**config.mk**
```make
export PLATFORM = sky130hd
export DESIGN_NAME = dm_arbiter
export DESIGN_NICKNAME = d
export VERILOG_FILES = /design/src/rtl/dm_arbiter.sv
export SDC_FILE = /design/constraint.sdc
export NUM_CORES = 1
export LEC_CHECK = 0
export ABC_AREA = 1
export CAP_MARGIN = 0
export CORE_MARGIN = 2
export CORE_UTILIZATION = 43
export DETAILED_ROUTE_END_ITERATION = 8
export PLACE_DENSITY = 0.8
export SYNTH_ARGS = -nofsm -noshare
export SYNTH_HDL_FRONTEND = slang
export SYNTH_SLANG_ARGS = --single-unit
```
**constraint.sdc**
```tcl
create_clock -name CLOCK_i -period 2.3 [get_ports CLOCK_i]
set_input_delay 0.69 -clock CLOCK_i [delete_from_list [all_inputs] [get_ports CLOCK_i]]
set_output_delay 0.69 -clock CLOCK_i [all_outputs]
set_load 0.01 [all_outputs]
```
**src/rtl/dm_arbiter.sv**
```systemverilog
// Two-port data-memory arbiter: processor port A and external/debug port B share one RAM.
// Round-robin with a bounded bus lock for B; one grant per cycle, reads return two cycles later.
module dm_arbiter #(
    parameter int unsigned MSB_ADDR = 11,
    parameter int unsigned MSB_DATA = 11,
    parameter int unsigned LOCK_MAX = 16
) (
    input  logic                CLOCK_i,
    input  logic                RESET_i,

    input  logic                REQ_A_i,
    input  logic                WE_A_i,
    input  logic [MSB_ADDR-1:0] ADDR_A_i,
    input  logic [MSB_DATA-1:0] WDATA_A_i,
    output logic                GNT_A_o,
    output logic                RVALID_A_o,
    output logic [MSB_DATA-1:0] RDATA_A_o,
    output logic                HOLD_A_o,

    input  logic                REQ_B_i,
    input  logic                WE_B_i,
    input  logic                LOCK_B_i,
    input  logic [MSB_ADDR-1:0] ADDR_B_i,
    input  logic [MSB_DATA-1:0] WDATA_B_i,
    output logic                GNT_B_o,
    output logic                RVALID_B_o,
    output logic [MSB_DATA-1:0] RDATA_B_o,

    output logic                WRRAM_o,
    output logic [MSB_ADDR-1:0] ADDR_dm_o,
    output logic [MSB_DATA-1:0] IN_DATA_o,
    input  logic [MSB_DATA-1:0] OUT_DATA_i
);

    localparam int unsigned CntW = $clog2(LOCK_MAX + 1);
    localparam logic [CntW-1:0] CntMax = CntW'(LOCK_MAX);

    typedef enum logic {StOpen, StLocked} state_e;

    state_e              state_q, state_d;
    logic                last_b_q, last_b_d;
    logic [CntW-1:0]     cnt_q, cnt_d;

    logic                wr_q, wr_d;
    logic [MSB_ADDR-1:0] addr_q, addr_d;
    logic [MSB_DATA-1:0] wdata_q, wdata_d;
    logic                rd_a_q, rd_a_d, rd_b_q, rd_b_d;
    logic                rvalid_a_q, rvalid_a_d, rvalid_b_q, rvalid_b_d;
    logic [MSB_DATA-1:0] rdata_a_q, rdata_a_d, rdata_b_q, rdata_b_d;

    logic release_now, lock_active, force_a;
    logic gnt_a, gnt_b;

    // Release is combinational so a waiting A can be granted in the very cycle B lets go.
    always_comb begin
        release_now = (state_q == StLocked) && !REQ_B_i && !LOCK_B_i;
        lock_active = (state_q == StLocked) && !release_now;
        force_a     = lock_active && REQ_A_i && (cnt_q == CntMax);
        gnt_a       = 1'b0;
        gnt_b       = 1'b0;
        if (RESET_i) begin
            if (lock_active) begin
                gnt_a = force_a;
                gnt_b = !force_a && REQ_B_i;
            end else if (REQ_A_i && REQ_B_i) begin
                gnt_a = last_b_q;
                gnt_b = !last_b_q;
            end else begin
                gnt_a = REQ_A_i;
                gnt_b = REQ_B_i;
            end
        end
    end

    always_comb begin
        state_d  = state_q;
        last_b_d = last_b_q;
        cnt_d    = cnt_q;
        if (gnt_b) begin
            last_b_d = 1'b1;
            if (LOCK_B_i) begin
                state_d = StLocked;
                if (cnt_q != CntMax) begin
                    cnt_d = cnt_q + CntW'(1);
                end
            end else begin
                state_d = StOpen;
                cnt_d   = '0;
            end
        end else if (gnt_a) begin
            last_b_d = 1'b0;
            cnt_d    = '0;
            // A forced grant keeps the lock; B resumes its burst afterwards.
            state_d  = lock_active ? StLocked : StOpen;
        end else if (release_now) begin
            state_d = StOpen;
            cnt_d   = '0;
        end
    end

    always_comb begin
        wr_d    = (gnt_a && WE_A_i) || (gnt_b && WE_B_i);
        addr_d  = addr_q;
        wdata_d = wdata_q;
        if (gnt_a) begin
            addr_d  = ADDR_A_i;
            wdata_d = WDATA_A_i;
        end else if (gnt_b) begin
            addr_d  = ADDR_B_i;
            wdata_d = WDATA_B_i;
        end
        rd_a_d     = gnt_a && !WE_A_i;
        rd_b_d     = gnt_b && !WE_B_i;
        // RAM read data belongs to the command shown this cycle.
        rvalid_a_d = rd_a_q;
        rvalid_b_d = rd_b_q;
        rdata_a_d  = rd_a_q ? OUT_DATA_i : rdata_a_q;
        rdata_b_d  = rd_b_q ? OUT_DATA_i : rdata_b_q;
    end

    always_ff @(posedge CLOCK_i or negedge RESET_i) begin
        if (!RESET_i) begin
            state_q    <= StOpen;
            last_b_q   <= 1'b1;
            cnt_q      <= '0;
            wr_q       <= 1'b0;
            addr_q     <= '0;
            wdata_q    <= '0;
            rd_a_q     <= 1'b0;
            rd_b_q     <= 1'b0;
            rvalid_a_q <= 1'b0;
            rvalid_b_q <= 1'b0;
            rdata_a_q  <= '0;
            rdata_b_q  <= '0;
        end else begin
            state_q    <= state_d;
            last_b_q   <= last_b_d;
            cnt_q      <= cnt_d;
            wr_q       <= wr_d;
            addr_q     <= addr_d;
            wdata_q    <= wdata_d;
            rd_a_q     <= rd_a_d;
            rd_b_q     <= rd_b_d;
            rvalid_a_q <= rvalid_a_d;
            rvalid_b_q <= rvalid_b_d;
            rdata_a_q  <= rdata_a_d;
            rdata_b_q  <= rdata_b_d;
        end
    end

    assign GNT_A_o    = gnt_a;
    assign GNT_B_o    = gnt_b;
    assign HOLD_A_o   = REQ_A_i && !gnt_a;
    assign WRRAM_o    = wr_q;
    assign ADDR_dm_o  = addr_q;
    assign IN_DATA_o  = wdata_q;
    assign RVALID_A_o = rvalid_a_q;
    assign RVALID_B_o = rvalid_b_q;
    assign RDATA_A_o  = rdata_a_q;
    assign RDATA_B_o  = rdata_b_q;

endmodule

```
== Word-level counts from Yosys, hierarchy flattened ==
Cells that the tools add are included.
Cells by class
  mux-type cells: 22
  add/subtract/negate cells: 1
  reduce and logical (&&, ||, !) cells: 24
  div/mod/pow operators: 0
  bitwise operators: 0
  shifts and indexed selects: 0
  equality and inequality tests: 3
  $lt $le $gt $ge: 0
  $mul: 0
Operators with widths (count)
  two-way mux 11 bit: 4
  two-way mux 5 bit: 5
  two-way mux 1 bit: 13
  logical AND 1 bit: 12
  zero test 1 bit: 8
  adder 5 x 1 -> 5 bit, second input constant: 1
  == test 5 bit, second input constant: 1
  != test 5 bit, second input constant: 1
  != test 3 x 2 -> 1 bit, second input constant: 1
  nonzero test 3 bit: 1
  AND reduction 2 bit: 1
  nonzero test 2 bit: 1
  logical OR 1 bit: 1
Storage, ports and cells
  logic and storage cells: 62
  output and inout port bits: 50
  latch bits: 0
  bits of input ports: 62
  memory bits (writable): 0
  ROM bits: 0
  bits in registers: 56
  memories kept: 0

== Logic depth before layout (Yosys ltp) ==
Gate-level depths: netlist of the first run.
  depth after elaboration: 13
  depth in mapped cells: 12
  gate-level depth less buffers: 11

== Worst setup path after synthesis of the first run ==
Ideal clock, no wire load.
  path kind: input to output
  start point: in LOCK_B_i
  end point: out HOLD_A_o
  data arrival time: 1560 ps
  stages: 9
  setup slack: 50 ps
  path through: buf_4 > nor2_4 > nor2_4 > nand2_1 > nand3_2 > buf_6 > buf_6 > nand2_1 > inv_1
Between the ends
  word-level cells in the longest chain between the ends: 10
RTL lines
  start, declared: line 22  | input logic LOCK_B_i,
  zero test 1 bit (*): line 56  | release_now = (state_q == StLocked) && !REQ_B_i && !LOCK_B_i;
  logical AND 1 bit (*): line 56
  zero test 1 bit (*): line 57  | lock_active = (state_q == StLocked) && !release_now;
  logical AND 1 bit (*): line 57
  logical AND 1 bit (2 in a row): line 58  | force_a = lock_active && REQ_A_i && (cnt_q == CntMax);
  two-way mux 1 bit (*): line 62  | if (lock_active) begin
  two-way mux 1 bit (*): line 61  | if (RESET_i) begin
  zero test 1 bit (*): line 153  | assign HOLD_A_o = REQ_A_i && !gnt_a;
  logical AND 1 bit (*): line 153
  end, declared: line 18  | output logic HOLD_A_o,
Every way passes the cells marked *; elsewhere a longest branch is shown, timed or not.

== Worst setup path in the final report of the first run ==
  start point: in REQ_B_i
  end point: out HOLD_A_o
Between the ends
  word-level cells in the longest chain between the ends: 11
RTL lines
  start, declared: line 20  | input logic REQ_B_i,
  zero test 1 bit: line 56
  logical AND 1 bit (2 in a row): line 56
  zero test 1 bit: line 57
  logical AND 1 bit: line 57
  logical AND 1 bit (2 in a row): line 58
  two-way mux 1 bit (*): line 62
  two-way mux 1 bit (*): line 61
  zero test 1 bit (*): line 153
  logical AND 1 bit (*): line 153
Marks and branches as above.

==> metrics.txt, run 1 <==
status complete, no violations; Worst setup EP type primary output; Slowest-stage cell, CP clkdlybuf4s15_2; IO Pins 112; final instance area 4100 um^2; total CTS buffers 5; CP Cell Sequence clkdlybuf4s15_2, nor2_4, nor2_4, nand2_1, nand3_2, nand2_2, inv_1, buf_2; CORE AREA 5990 um^2; Die Height 83.4 um; Yosys cell types 24; Syn-to-layout area delta 51.2%; largest net degree at the start of global routing 55; critical path's largest stage delay 0.24 ns; initial cell density of the core 45.2%; Mapped Area 2710 um^2; Hold Vio Cnt, Final 0; Setup Skew 0.00466 ns; Synth Instances 299; Worst Path Required 1.61 ns; Top cell by count, worst path nor2_4; Clock Pin Slew Worst Setup and Hold Paths 0.09 ns; Final period util 97.4%; Worst-Margin Slew 0.666 ns; Post-Place Worst Slack -0.645 ns; final core occ 68.4%; CTS H-Tree Depth 2; WL final 6.42 mm; total number of vias 2359; Final WS setup 0.0593 ns; initial antenna violation count 0; Worst slew margin 55.6%; Min Clock Period, post-route 2.24 ns; vias in the first global route 2343; dpl cell area 3920 um^2; flop and latch count out of synthesis 56; CTS max path bufs 2; layout cells sized above 1 19.2%; RSZ-0062 raised after global routing true; FILL cells 484; post-cts hold buffer count 0; worst skew pair latency 0.30 ns; diodes inserted 0; CTS sink cnt 56; flop2flop setup slack 0.22 ns; Syn Nets 363; GRT overflow 0; final antenna-violating net count 0; CTS tree yes; CP delay by family, top simple AND/OR/NAND/NOR gates; Seq/Total Area, Yosys 51.8%; dpl hpwl 4.63 mm; Fmax 446 MHz; WP data arrival 1.55 ns; GRT Util Overall 18.9%; die width 83.4 um; number of max-cap violations 0; power density over the cells 807 nW/um^2; DRC Markers 0; DR iter-0 viols 103; LEAKAGE 1.97 nW; post-layout power 3.30 mW; Max VDD drop 418 uV; CP Class input port to primary output; cell total after placement 486; Vias/cell 4.71; Post-Syn Area per Cell 9.06 um^2; crit path max fanout 5; Slew Viols, Final 0; Buf/Inv on CP 3; post-DR wirelength/cell 12.8 um; GPL Wtd Cong 0.824; Synth warnings 0; final net count 489; startpoint types input port; first-pass GRT wire length 10.9 mm; # port buffers 111; Root Driver clkbuf_8; drt first pass iters 4; post-route insts no fill 501; Final setup violation count 0; row cnt 28; Die Area 6950 um^2; Hold Crit Class input port to asynchronous set/reset pin
cell families (layout without fill, tap and decap cells):
group | after synthesis | in the layout | share of synthesized area [%]
buffers and inverters | 47 | 174 | 8.60
and+or+nand+nor | 145 | 145 | 22.9
DFF | 56 | 56 | 51.8
adders and majority gates | 2 | 2 | 0.924
xor gates and xnor gates | 3 | 3 | 0.971
AOI/OAI and AO/OA | 24 | 24 | 5.68
muxes | 22 | 22 | 9.15
cells in the final DEF, fill, tap and decap left out:
master           synthesis  routed
nor2_1                  30      29
nand3_4                  1       1
clkinv_2                 0       1
o21ai_0                  4       3
buf_12                   0       1
inv_4                    1       1
dfrtp_1                 55      55
xor2_1                   2       2
nand4_1                  2       2
inv_1                   34      30
mux2_2                  22      22
dlygate4sd2_1            0       1
clkbuf_8                 0       5
ha_1                     2       1
nor2_4                   2       3
clkbuf_1                 2       1
nand3_2                  2       2
dfstp_2                  1       1
o21ai_2                  9       9
xnor2_1                  1       1
o21ai_1                 11      12
buf_2                    1       3
ha_4                     0       1
clkdlybuf4s50_1          0     104
bufinv_16                0       1
nand2_4                  2       3
inv_2                    0       4
nand3_1                  9       9
buf_4                    4      19
nand2_2                  1       2
nand2_1                 96      94
clkdlybuf4s15_2          0       2
clkbuf_2                 0       1
stage by stage:
stage                     hold WS (ns)    TNS, ns
after floorplan                  0.380          0
after global placement           0.464      -2.53
after detailed placement         0.473      -3.69
after CTS                        0.341  -0.000585
after global routing             0.342    -0.0298
final                            0.346          0
metal layers:
layer | vias to the layer above | routed length, um | GRT usage, % | share of wire, %
met4 | 0 | 31 | 4.02 | 0.48
met1 | 1105 | 2820 | 24.6 | 44
met3 | 4 | 411 | 4.17 | 6.4
met2 | 79 | 3160 | 32.5 | 49
met5 | - | 0 | 0 | 0
li1 | 1171 | - | - | -
Yosys cell counts:
cell / instances / share of area (%)
buf_2: 1 / 0.18
buf_4: 4 / 1.1
buf_6: 5 / 2.1
clkbuf_1: 2 / 0.28
dfrtp_1: 55 / 51
dfstp_2: 1 / 0.97
ha_1: 2 / 0.92
inv_1: 34 / 4.7
inv_4: 1 / 0.23
mux2_2: 22 / 9.1
nand2_1: 96 / 13
nand2_2: 1 / 0.23
nand2_4: 2 / 0.83
nand3_1: 9 / 1.7
nand3_2: 2 / 0.74
nand3_4: 1 / 0.65
nand4_1: 2 / 0.46
nor2_1: 30 / 4.2
nor2_4: 2 / 0.83
o21ai_0: 4 / 0.74
o21ai_1: 11 / 2.0
o21ai_2: 9 / 2.9
xnor2_1: 1 / 0.32
xor2_1: 2 / 0.65
what timing repair did:
| action | CTS | global route |
|---|---|---|
| gates cloned | 0 | 0 |
| endpoints found under the hold margin | 0 | 0 |
| pin swaps | 3 | 1 |
| setup buffers | 4 | 3 |
| gates resized for setup | 19 | 11 |
| setup endpoints to repair | 3 | 3 |
worst reg2reg max path, stage by stage (launching register included):
cell     delay [ns]
dfrtp_1        0.40
inv_2          0.09
ha_4           0.14
nand2_4        0.06
inv_2          0.05
nand3_1        0.06
nand2_1        0.09
nand3_2        0.10
buf_4          0.15
buf_4          0.13
buf_4          0.12
buf_4          0.15
nand2_4        0.08
buf_12         0.16
nand2_1        0.06
o21ai_0        0.17
report_power, final:
part / switching (mW) / leakage, nW / internal (mW)
clock network: 0.295 / 0.0552 / 0.323
registers: 0.142 / 0.688 / 1.24
logic: 0.543 / 1.23 / 0.758
cell type report:
| type | instances | area (um^2) | share of cell area, % |
|---|---|---|---|
| Timing Repair Buffer | 131 | 1250 | 30.6 |
| Inverter | 35 | 134 | 3.27 |
| Clock inverter | 2 | 35.0 | 0.855 |
| Clock buffer | 6 | 72.6 | 1.77 |
| Sequential cell | 56 | 1400 | 34.3 |
| Multi-Input combinational cell | 196 | 1100 | 26.9 |
| Tap cell | 75 | 93.8 | 2.29 |
worst paths after layout:
check / startpoint / cells past startpoint / endpoint
max in group asynchronous: RESET_i / 2 / RDATA_B_o[4]
min in group CLOCK_i: ADDR_dm_o[5] / 2 / ADDR_dm_o[5]
max reg2reg: cnt_q[0] / 15 / IN_DATA_o[1]
min: RESET_i / 2 / state_q
min reg2reg: ADDR_dm_o[5] / 2 / ADDR_dm_o[5]
max: REQ_B_i / 8 / HOLD_A_o
sequential cells by signal (all words and copies together) (netlist names):
name	flops
last_b_q	1
WRRAM_o	1
cnt_q	5
state_q	1
RVALID_A_o	1
IN_DATA_o	11
RDATA_A_o	11
ADDR_dm_o	11
rd_a_q	1
RVALID_B_o	1
rd_b_q	1
RDATA_B_o	11
Note: power is estimated with default switching activity, not from simulation.
==> inputs of run 2 (changes only) <==
--- a/config.mk
+++ b/config.mk
@@ -7,10 +7,13 @@
 export LEC_CHECK = 0
 export ABC_AREA = 1
 export CAP_MARGIN = 0
+export CELL_PAD_IN_SITES_DETAIL_PLACEMENT = 1
+export CELL_PAD_IN_SITES_GLOBAL_PLACEMENT = 1
 export CORE_MARGIN = 2
-export CORE_UTILIZATION = 43
+export CORE_UTILIZATION = 31
 export DETAILED_ROUTE_END_ITERATION = 8
-export PLACE_DENSITY = 0.8
+export HOLD_SLACK_MARGIN = 0.05
+export PLACE_DENSITY_LB_ADDON = 0.1
 export SYNTH_ARGS = -nofsm -noshare
 export SYNTH_HDL_FRONTEND = slang
 export SYNTH_SLANG_ARGS = --single-unit
==> run 2 against run 1 <==
  * Clock power up 6.0%
  * Largest cell class unchanged
  * Hold slack better by 0.14 ns
  * Die area up 37%
  * Setup slack better by 0.046 ns
  * Via count about the same
  * Sequential share of layout area up 0.34 points
  * Flip-flop and latch count unchanged
  * Total power up 0.55%
==> metrics.txt, run 2 (synthesis results as in run 1) <==
CP delay by family, top simple AND/OR/NAND/NOR gates; first-pass GRT wire length 12.1 mm; Final setup violation count 0; CTS max path bufs 2; post-DR wirelength/cell 14.0 um; LEAKAGE 1.93 nW; Int Power 2.30 mW; Hold Crit Class flip-flop to flip-flop; Sw Pwr 1.02 mW; GRT overflow 0; die width 97.5 um; total CTS buffers 5; worst skew pair latency 0.31 ns; R2R Path End IN_DATA_o[2]; Buf/Inv on CP 3; Die Area 9500 um^2; layout cells sized above 1 17.1%; part of the power in the clock network 19.7%; Hold Vio Cnt, Final 0; WP data arrival 1.50 ns; power density over the cells 819 nW/um^2; Vias/cell 4.47; initial cell density of the core 31.5%; most frequent cells in the layout 104 x clkdlybuf4s50_1, 96 x nand2_1, 55 x dfrtp_1, 32 x inv_1, 29 x nor2_1; Fmax 456 MHz; commonest non-fill, non-tap cell in the layout clkdlybuf4s50_1; IO Pins 112; startpoint types flip-flop; Hold Path Cell Cnt 2; number of max-cap violations 0; Hold EP ADDR_dm_o[6]; Final period util 95.4%; Worst Path Required 1.61 ns; final antenna-violating net count 0; Min Clock Period, post-route 2.19 ns; R2R depth 12; CTS H-Tree Depth 2; Syn-to-layout area delta 49.8%; Gate power share 38.6%; worst reg2reg path startpoint cnt_q[0]; hold wc startpoint ADDR_dm_o[6]; Slew Viols, Final 0; CP Class flip-flop to primary output; DR iter-0 viols 53; GRT Util Overall 15.7%; GPL Wtd Cong 0.787; total number of vias 2360; Root Driver clkbuf_8; Worst-Margin Slew 0.749 ns; Setup Skew 0.00596 ns; Die Height 97.5 um; CTS tree yes; Switching Fraction 30.8%; drt first pass iters 4; # port buffers 111; post-route insts no fill 528; FILL cells 1009; largest net degree at the start of global routing 57; CORE AREA 8590 um^2; Post-CTS Setup Bufs 0; status complete, no violations; vias in the first global route 2452; cell total after placement 520; WL final 7.42 mm; Seq pwr share 41.7%; Register Area 1400 um^2; DRC Markers 0; Slowest-stage cell, CP dfrtp_1; dpl hpwl 5.46 mm; Clock Pin Slew Worst Setup and Hold Paths 0.10 ns; flop2flop setup slack 0.28 ns; diodes inserted 0; row cnt 34; RSZ-0062 raised after global routing true; Worst slew margin 50.1%; crit path max fanout 2; initial antenna violation count 1; CTS sink cnt 56; Max VDD drop 311 uV; critical path's largest stage delay 0.40 ns; Multi-input gate area 1070 um^2; final net count 483; CP Cell Sequence inv_2, ha_1, nand2_1, nor2_2, nand3_2, nand2_4, inv_1, buf_2; final core occ 47.2%; Worst setup EP type primary output
[run 2: cell types whose count changed in the layout (fill, tap and decap cells not counted), moves of 2 or more]
| cell | delta |
|---|---|
| buf_4 | -5 |
| inv_1 | +2 |
| inv_2 | -2 |
| nand2_1 | +2 |
[run 2: per-layer routing]
layer	vias up	track usage [%]	share of wire, %
met4	2	3.95	1.1
met2	63	26.8	49
met3	8	4.32	5.4
li1	1156	-	-
met1	1131	19.7	44
met5	-	0	0.18
[run 2: stage by stage]
step	TNS [ns]	power (mW)	cell area [um^2]	hold slack, ns	worst slack [ns]
6_report	0	3.32	4060	0.490	0.105
5_1_grt	-0.00969	3.53	4060	0.523	-0.00969
4_1_cts	0	3.38	4070	0.496	0.000291
3_5_place_dp	-14.36	2.72	3960	0.470	-0.658
3_3_place_gp	-11.80	2.68	3960	0.467	-0.610
2_1_floorplan	0	1.96	2710	0.380	0.0498
[run 2: timing repair]
item,4_1_cts,5_1_grt
endpoints found under the hold margin,0,0
setup endpoints to repair,31,3
resized for setup,17,3
hold buffers,0,0
pin swaps,2,2
[run 2: power groups by stage]
| stage | logic, mW | registers, mW | clock network (mW) |
|---|---|---|---|
| 6_report | 1.28 | 1.38 | 0.656 |
| 5_1_grt | 1.39 | 1.42 | 0.719 |
| 4_1_cts | 1.31 | 1.39 | 0.681 |
| 3_5_place_dp | 1.31 | 1.41 | 0 |
| 3_3_place_gp | 1.29 | 1.40 | 0 |
| 2_1_floorplan | 0.448 | 1.51 | 0 |
[run 2: worst max-delay path by stage]
| stage | slack [ns] | from | endpoint | cells past startpoint |
|---|---|---|---|---|
| finish | 0.11 | cnt_q[0] | GNT_B_o | 8 |
| global route | -0.01 | cnt_q[0] | HOLD_A_o | 10 |
| CTS | 0.0003 | cnt_q[0] | HOLD_A_o | 10 |
| detailed placement | -0.66 | REQ_B_i | HOLD_A_o | 8 |
| global placement | -0.61 | REQ_B_i | HOLD_A_o | 8 |
| floorplan | 0.05 | LOCK_B_i | HOLD_A_o | 9 |
[run 2: tightest hold or removal path: stages, from the launching register on]
cell and delay [ns]:
dfrtp_1 0.36, nand2_1 0.06, o21ai_2 0.05
[run 2: layout make-up]
class                   instances  area share [%]
clock buffers                   5            1.70
flip-flops and latches         56            34.6
repair buffers                125            29.5
multi-input cells             196            26.5
well taps                     108            3.33
inverters                      35            3.30
clock inverters                 3            1.05
